## src/rtl/csa_mult_sequencer.sv

```systemverilog
// Iterative unsigned multiplier: one 3:2 carry-save row per cycle, then one carry-propagate resolve.
// Optional macro CSA_MULT_EARLY_TERM_EN ends accumulation once the remaining multiplier bits are zero.
module csa_mult_sequencer #(
    parameter int WIDTH = 32
) (
    input  logic                 clk,
    input  logic                 rst_n,
    input  logic                 start_valid,
    output logic                 start_ready,
    input  logic [WIDTH-1:0]     op_a,
    input  logic [WIDTH-1:0]     op_b,
    input  logic                 abort,
    output logic                 busy,
    output logic                 res_valid,
    input  logic                 res_ready,
    output logic [2*WIDTH-1:0]   result,
    output logic [1:0]           dbg_state
);
    // Handshakes: a transfer happens on the rising edge where valid && ready;
    // valid never depends on ready, and a raised res_valid holds until taken or aborted.

    localparam int PW = 2 * WIDTH;
    localparam int CW = $clog2(WIDTH) + 1;

    typedef enum logic [1:0] {IDLE, ACCUM, RESOLVE, DONE} state_t;

    state_t          state_q;
    logic [PW-1:0]   a_q;
    logic [WIDTH-1:0] b_q;
    logic [PW-1:0]   sum_q;
    logic [PW-1:0]   carry_q;  // holds carry already shifted left by one
    logic [CW-1:0]   count_q;
    logic [PW-1:0]   result_q;
    logic            res_valid_q;

    logic [PW-1:0]   pp_d;
    logic [PW-1:0]   sum_d;
    logic [PW-1:0]   carry_d;
    logic [PW-2:0]   maj_lo;
    logic            accum_last;
    logic            accept;

    always_comb begin
        pp_d    = b_q[0] ? (a_q << count_q) : '0;
        sum_d   = sum_q ^ carry_q ^ pp_d;
        maj_lo  = (sum_q[PW-2:0] & carry_q[PW-2:0])
                | (sum_q[PW-2:0] & pp_d[PW-2:0])
                | (carry_q[PW-2:0] & pp_d[PW-2:0]);
        carry_d = {maj_lo, 1'b0};
`ifdef CSA_MULT_EARLY_TERM_EN
        accum_last = (count_q == CW'(WIDTH - 1)) || (b_q[WIDTH-1:1] == '0);
`else
        accum_last = (count_q == CW'(WIDTH - 1));
`endif
    end

    assign start_ready = (state_q == IDLE) && !abort;
    assign accept      = start_valid && start_ready;
    assign busy        = (state_q != IDLE);
    assign res_valid   = res_valid_q;
    assign result      = result_q;
    assign dbg_state   = state_q;

    always_ff @(posedge clk or negedge rst_n) begin
        if (!rst_n) begin
            state_q     <= IDLE;
            a_q         <= '0;
            b_q         <= '0;
            sum_q       <= '0;
            carry_q     <= '0;
            count_q     <= '0;
            result_q    <= '0;
            res_valid_q <= 1'b0;
        end else if (abort) begin
            state_q     <= IDLE;
            res_valid_q <= 1'b0;
        end else begin
            case (state_q)
                IDLE: begin
                    if (accept) begin
                        a_q     <= PW'(op_a);
                        b_q     <= op_b;
                        sum_q   <= '0;
                        carry_q <= '0;
                        count_q <= '0;
`ifdef CSA_MULT_EARLY_TERM_EN
                        state_q <= (op_b == '0) ? RESOLVE : ACCUM;
`else
                        state_q <= ACCUM;
`endif
                    end
                end
                ACCUM: begin
                    sum_q   <= sum_d;
                    carry_q <= carry_d;
                    b_q     <= b_q >> 1;
                    count_q <= count_q + CW'(1);
                    if (accum_last) begin
                        state_q <= RESOLVE;
                    end
                end
                RESOLVE: begin
                    result_q    <= sum_q + carry_q;
                    res_valid_q <= 1'b1;
                    state_q     <= DONE;
                end
                DONE: begin
                    if (res_ready) begin
                        res_valid_q <= 1'b0;
                        state_q     <= IDLE;
                    end
                end
                default: state_q <= IDLE;
            endcase
        end
    end
endmodule

```

## config.mk

```make
export PLATFORM = sky130hd
export DESIGN_NAME = csa_mult_sequencer
export DESIGN_NICKNAME = d
export VERILOG_FILES = /design/src/rtl/csa_mult_sequencer.sv
export SDC_FILE = /design/constraint.sdc
export NUM_CORES = 1
export LEC_CHECK = 0
export ABC_AREA = 0
export CAP_MARGIN = 20
export CORE_MARGIN = 2
export CORE_UTILIZATION = 40
export DETAILED_ROUTE_END_ITERATION = 7
export SYNTH_ARGS = -nofsm -noshare
export SYNTH_HDL_FRONTEND = slang
export SYNTH_SLANG_ARGS = --single-unit
```

## constraint.sdc

```tcl
create_clock -name clk -period 3.8 [get_ports clk]
set_input_delay 0.95 -clock clk [delete_from_list [all_inputs] [get_ports clk]]
set_output_delay 0.95 -clock clk [all_outputs]
set_load 0.02 [all_outputs]
```

==> summary.md, run 1 <==
| Metric | Value |
|---|---|
| RSZ-0062 raised after global routing | false |
| Fin crit share | 90.27% |
| CP arrival | 3.88 ns |
| CTS tree | done |
| Asr flop ratio synth | 100.0% |
| FF+latch count, synth | 264 |
| Hold Path Class | in2async |
| Die Y | 216.9 um |
| Worst-path clk slew | 0.06 ns |
| Post-Synth Simple-Gate Area | 19.15% |
| Post-synthesis compound-gate area fraction | 17.77% |
| CTS Root Buffer Type | clkbuf_16 |
| Synth cell types | 74 |
| Status | complete, no violations |
| Total wire length | 49800 um |
| Final Hold Fails | 0 |
| DP Area | 0.02012 mm2 |
| Syn. warnings | 0 |
| Grt total ovfl | 0 |
| Max frequency | 0.2915 GHz |
| Routed WL per cell | 17.96 um |
| Synthesized area | 0.01812 mm2 |
| Top FF cell, synth | dfrtp_1 |
| Vias in the first global route | 14702 |
| Hold Slack | 0.3274 ns |
| Largest net degree at the start of global routing | 192 |
| Initial DRT Pass Iterations | 6 |
| # resized after CTS | 0 |
| Final number of max-transition violations | 0 |
| Area leader, netlist | dfrtp_1 |
| Least-Margin Pin Slew | 0.8534 ns |
| Worst reg-to-reg path cell count | 14 |
| Sink Count | 264 |
| Minimum clock period | 3.430 ns |
| Adder-cell share of the synthesized area | 11.65% |
| Input/output buffers | 137 |
| Critical Path Sink Type | flop |
| Bufs on Longest Clock Path | 3 |
| Clock latency on the worst-skew pair | 0.58 ns |
| CTS Hold Buffers Added | 0 |
| CP required | 4.25 ns |
| H-tree depth | 1 |
| Multiplexer share of the synthesized area | 5.510% |
| Site Rows | 77 |
| CORE AREA | 0.04451 mm2 |
| CP Class | reg2reg |
| Synth Instances | 2095 |
| Fillcell total | 4379 |
| Initial Util | 40.72% |
| Layout cells sized above 1 | 6.786% |
| Top-count cell post-synth | nand2_1 |
| Final HPWL DP | 37510 um |
| Residual DRC | 0 |
| Mapped Avg Cell Area | 8.650 um2 |
| Final ANT Viol Nets | 0 |
| Initial antenna violation count | 0 |
| Synth top area share | 36.45% |
| Pwr dens | 629.5 mW/mm2 |
| First DRT Iteration DRCs | 1111 |
| Vias | 14941 |
| Full die area | 0.04702 mm2 |
| Syn Nets | 2295 |
| Total CTS buffers | 31 |
| Design area | 0.02115 mm2 |
| Number of synthesized flops with an enable pin | 0 |
| Global-route wire length before repair | 80870 um |
| Top Ports | 138 |
| Setup TNS | 0 ns |
| Slew HR | 43.11% |
| Crit Path Max Fanout | 4 |
| Post-CTS setup buffers | 0 |
| Peak supply drop | 0.0005280 V |
| Synth top cells by count | nand2_1 (348), o21ai_0 (283), dfrtp_1 (264), inv_1 (158), nand3b_1 (124) |
| Register area share after synthesis | 36.45% |
| Pleak | 8.527 nW |
| Placer Congestion | 0.9554 |
| Synth area leaders | dfrtp_1 (36%), o21ai_0 (7.8%), nand2_1 (7.2%) |
| GRT Total Usage | 21.38% |
| XOR/XNOR Fraction of Synth Area | 2.948% |
| Clock skew | 0.01222 ns |
| Max-cap violation count | 0 |
| Die Wd | 216.9 um |
| CP Launch Type | flop |
| Nets | 2359 |
| Setup Viol. Count Final | 0 |
| Antenna Cells | 0 |
| DR vias/cell | 5.388 |
| Largest family of logic cells by synthesized area | simple AND/OR/NAND/NOR gates |
| Area delta synth->final | 16.71% |
[registers in the layout, indices dropped and copies added, names as in the netlist]
register,count
dbg_state,2
sum_q,64
res_valid,1
result,64
count_q,6
carry_q,63
b_q,32
a_q,32
[layout make-up]
type | count | area, um2 | share of cell area, %
Multi-Input combinational cell | 1526 | 10360 | 49.00
Sequential cell | 264 | 6609 | 31.25
Timing Repair Buffer | 177 | 1814 | 8.578
Clock buffer | 44 | 864.6 | 4.088
Tap cell | 592 | 740.7 | 3.502
Inverter | 159 | 596.8 | 2.822
Clock inverter | 11 | 161.4 | 0.7631
[routing by layer]
| layer | part of all wire (%) | up-vias | track usage [%] |
|---|---|---|---|
| met5 | 0 | - | 0 |
| met4 | 2.4 | 0 | 4.932 |
| met3 | 3.9 | 67 | 3.145 |
| met2 | 47 | 313 | 34.82 |
| met1 | 47 | 7230 | 30.16 |
| li1 | - | 7331 | - |
[power breakdown]
| group | switching (mW) | internal (mW) |
|---|---|---|
| registers | 0.576 | 3.56 |
| logic | 3.78 | 2.35 |
| clock network | 1.21 | 1.84 |
| total | 5.57 | 7.75 |
[path summary, 6_finish.rpt]
path	to	startpoint	slack, ns
max in group asynchronous	count_q[0]	rst_n	2.50
worst min-delay path	result[17]	rst_n	0.33
worst min register to register	result[36]	result[36]	0.47
worst max register to register	result[57]	carry_q[1]	0.37
min in group clk	result[36]	result[36]	0.47
worst max-delay path	result[57]	carry_q[1]	0.37
[stage by stage]
stage               total power [mW]  cells  setup slack (ns)  utilization [%]
floorplan                      8.003   2095            0.7696                -
detailed placement             10.31   2718            0.4285            45.21
CTS                            13.42   2773            0.4170            47.52
global placement               10.20   2718            0.4117            45.21
finish                         13.31   2773            0.3696            47.52
global route                   14.27   2773            0.1992            47.52
[critical path, cell delays in order (launching register included)]
cell,delay [ns]
dfrtp_1,0.35
ha_1,0.18
inv_1,0.06
fa_1,0.40
nor2b_1,0.19
o31a_1,0.27
o211ai_1,0.18
a311oi_1,0.42
nor3_1,0.09
buf_4,0.18
o22ai_1,0.32
o21ai_1,0.16
o21ai_0,0.23
xnor2_1,0.16
o21ai_0,0.10
[cells by family after synthesis]
| group | after synthesis |
|---|---|
| AND/OR/NAND/NOR | 702 |
| buffers and inverters | 305 |
| multiplexers | 75 |
| XOR/XNOR | 61 |
| adder cells (fa/ha/maj) | 131 |
| AO/OA/AOI/OAI | 557 |
| flip-flops | 264 |
[layout by cell type, fill, tap and decap left out, types with 20 or more instances in the layout]
| cell | n |
|---|---|
| a21o_1 | 20 |
| a21oi_1 | 119 |
| and3_1 | 33 |
| buf_4 | 29 |
| clkbuf_16 | 31 |
| clkdlybuf4s50_1 | 136 |
| dfrtp_1 | 262 |
| fa_1 | 63 |
| ha_1 | 67 |
| inv_1 | 158 |
| mux2i_1 | 39 |
| nand2_1 | 348 |
| nand3_1 | 30 |
| nand3b_1 | 124 |
| nand4_1 | 21 |
| nor2_1 | 72 |
| o21ai_0 | 283 |
| o22ai_1 | 23 |
| xnor2_1 | 30 |
| xor2_1 | 31 |
(Power assumes the default switching activity.)
==> run 2, diff against run 1 <==
- GPL_ROUTABILITY_DRIVEN: not set -> 0
==> run 2 against run 1 <==
  * Design area rose by 0.34%
  * Non-clock buffer count up 4
  * Final cell count increased by 0.14%
  * First-iteration DRC count rose by 28%
  * Critical endpoint unchanged
  * Register-to-register slack got worse by 0.02 ns
  * Highest routed layer unchanged
==> summary.md, run 2 (synthesis gave the netlist of run 1 again) <==
| Metric | Value |
|---|---|
| Most common cell after layout, fill and taps aside | nand2_1 |
| Die Wd | 216.9 um (unchanged) |
| CP Launch Type | flop |
| CTS Hold Buffers Added | 0 (unchanged) |
| Vias in the first global route | 14880 (+1.2%) |
| Final Hold Fails | 0 (unchanged) |
| Grt total ovfl | 0 (unchanged) |
| Worst slack, placed | 0.4407 ns (+0.01211 ns) |
| Die Y | 216.9 um (unchanged) |
| Largest net degree at the start of global routing | 192 (unchanged) |
| CP Class | reg2reg |
| Final number of max-transition violations | 0 (unchanged) |
| Setup Viol. Count Final | 0 (unchanged) |
| Area delta synth->final | 17.11% |
| Critical Path Sink Type | flop |
| Most frequent cells in the layout | nand2_1 (348), o21ai_0 (283), dfrtp_1 (262) |
| Initial Util | 40.72% (unchanged) |
| CORE AREA | 0.04451 mm2 (unchanged) |
| Pleak | 8.555 nW (+0.33%) |
| Status | complete, no violations |
| CP required | 4.25 ns (about the same) |
| Peak supply drop | 0.0005659 V (+7.2%) |
| Pint | 7.793 mW (+0.59%) |
| Worst-path clk slew | 0.06 ns (about the same) |
| Fillcell total | 4350 (-0.66%) |
| Post-route setup slack | 0.3514 ns (-0.01824 ns) |
| Sink Count | 264 (unchanged) |
| Site Rows | 77 (unchanged) |
| Reg area | 0.006609 mm2 (unchanged) |
| Global-route wire length before repair | 80990 um (+0.15%) |
| Routed WL per cell | 17.82 um (-0.77%) |
| DR vias/cell | 5.489 (+1.9%) |
| Psw | 5.623 mW (+1.0%) |
| GRT Total Usage | 21.12% (-0.27 points) |
| Clock share of power | 22.9% (about the same) |
| Antenna Cells | 0 (unchanged) |
| Multi-input gate area | 0.01036 mm2 (unchanged) |
| Final ANT Viol Nets | 0 (unchanged) |
| Top Ports | 138 (unchanged) |
| # resized after CTS | 0 (unchanged) |
| Total CTS buffers | 31 (unchanged) |
| Bufs on Longest Clock Path | 3 (unchanged) |
| Clock latency on the worst-skew pair | 0.58 ns (about the same) |
| Tot Pwr | 13.42 mW (+0.76%) |
| First DRT Iteration DRCs | 1424 (+28%) |
| Setup TNS | 0 ns (unchanged) |
| Full die area | 0.04702 mm2 (unchanged) |
| Input/output buffers | 137 (unchanged) |
| Initial antenna violation count | 0 (unchanged) |
| CTS Root Buffer Type | clkbuf_16 |
| Max-cap violation count | 0 (unchanged) |
| Max frequency | 0.2900 GHz (-0.53%) |
| Clock skew | 0.02083 ns (+0.008610 ns) |
| Switching share of power | 41.91% (+0.10 points) |
| CTS tree | done |
| RSZ-0062 raised after global routing | false |
| Layout cells sized above 1 | 7.094% (+0.31 points) |
| H-tree depth | 1 (unchanged) |
| Design area | 0.02122 mm2 (+0.34%) |
| Seq pwr share | 30.9% (about the same) |
| Residual DRC | 0 (unchanged) |
| Total wire length | 49480 um (-0.63%) |
| Hold Slack | 0.3821 ns (+0.05473 ns) |
| CP arrival | 3.90 ns (+0.02 ns) |
| Post-CTS setup buffers | 0 (unchanged) |
| Hold Path Class | in2async |
| DP Area | 0.02017 mm2 (+0.21%) |
| Least-Margin Pin Slew | 0.8313 ns (-0.02204 ns) |
| Pwr dens | 632.1 mW/mm2 (+0.42%) |
| Initial DRT Pass Iterations | 6 (unchanged) |
| Nets | 2363 (+0.17%) |
| Slew HR | 44.58% (+1.5 points) |
| Reg2reg setup slack | 0.35 ns (-0.02 ns) |
| Vias | 15244 (+2.0%) |
| Minimum clock period | 3.449 ns (+0.01824 ns) |
| Fin crit share | 90.75% (+0.48 points) |
| Final HPWL DP | 36960 um (-1.5%) |
| Crit Path Max Fanout | 4 (unchanged) |
| Combinational power share | 46.2% (about the same) |
-- run 2: metrics by stage --
stage | util (%) | std cells
after CTS | 47.68 | 2777
final | 47.68 | 2777
after global routing | 47.68 | 2777
after floorplan | - | 2095
after detailed placement | 45.31 | 2722
after global placement | 45.31 | 2722
-- run 2: cell type report --
cell class	instances	area share [%]
Clock inverter	9	0.6308
Clock buffer	46	4.345
Multi-Input combinational cell	1526	48.83
Sequential cell	264	31.14
Inverter	159	2.812
Tap cell	592	3.490
Timing Repair Buffer	181	8.749
-- run 2: power groups by stage --
stage / Combinational [mW] / Sequential, mW / Clock, mW
floorplan: 3.72 / 4.28 / 0
global placement: 6.02 / 4.16 / 0
detailed placement: 6.12 / 4.20 / 0
CTS: 6.15 / 4.15 / 3.17
global route: 6.79 / 4.26 / 3.28
finish: 6.20 / 4.14 / 3.07
-- run 2: final timing paths --
| check | from | end | cells past startpoint |
|---|---|---|---|
| setup / recovery | carry_q[1] | result[57] | 14 |
| hold reg to reg | result[36] | result[36] | 2 |
| hold / removal | rst_n | result[18] | 1 |
| max in group asynchronous | rst_n | b_q[6] | 2 |
| setup reg to reg | carry_q[1] | result[57] | 14 |
| min in group clk | result[36] | result[36] | 2 |
-- run 2: worst max-delay path, cell delays in order (launching register included) --
cell and delay, ns:
dfrtp_1 0.35, ha_1 0.16, inv_1 0.05, fa_1 0.39
nor2b_1 0.18, o31a_1 0.28, o211ai_1 0.18, a311oi_1 0.37
nor3_1 0.17, buf_4 0.19, o22ai_1 0.31, o21ai_1 0.17
o21ai_0 0.26, xnor2_1 0.16, o21ai_0 0.09
-- run 2: per-layer routing --
layer	track usage [%]	part of all wire (%)
met5	0	0
met4	4.932	2.0
met3	2.907	5.5
met2	33.57	46
met1	30.59	46
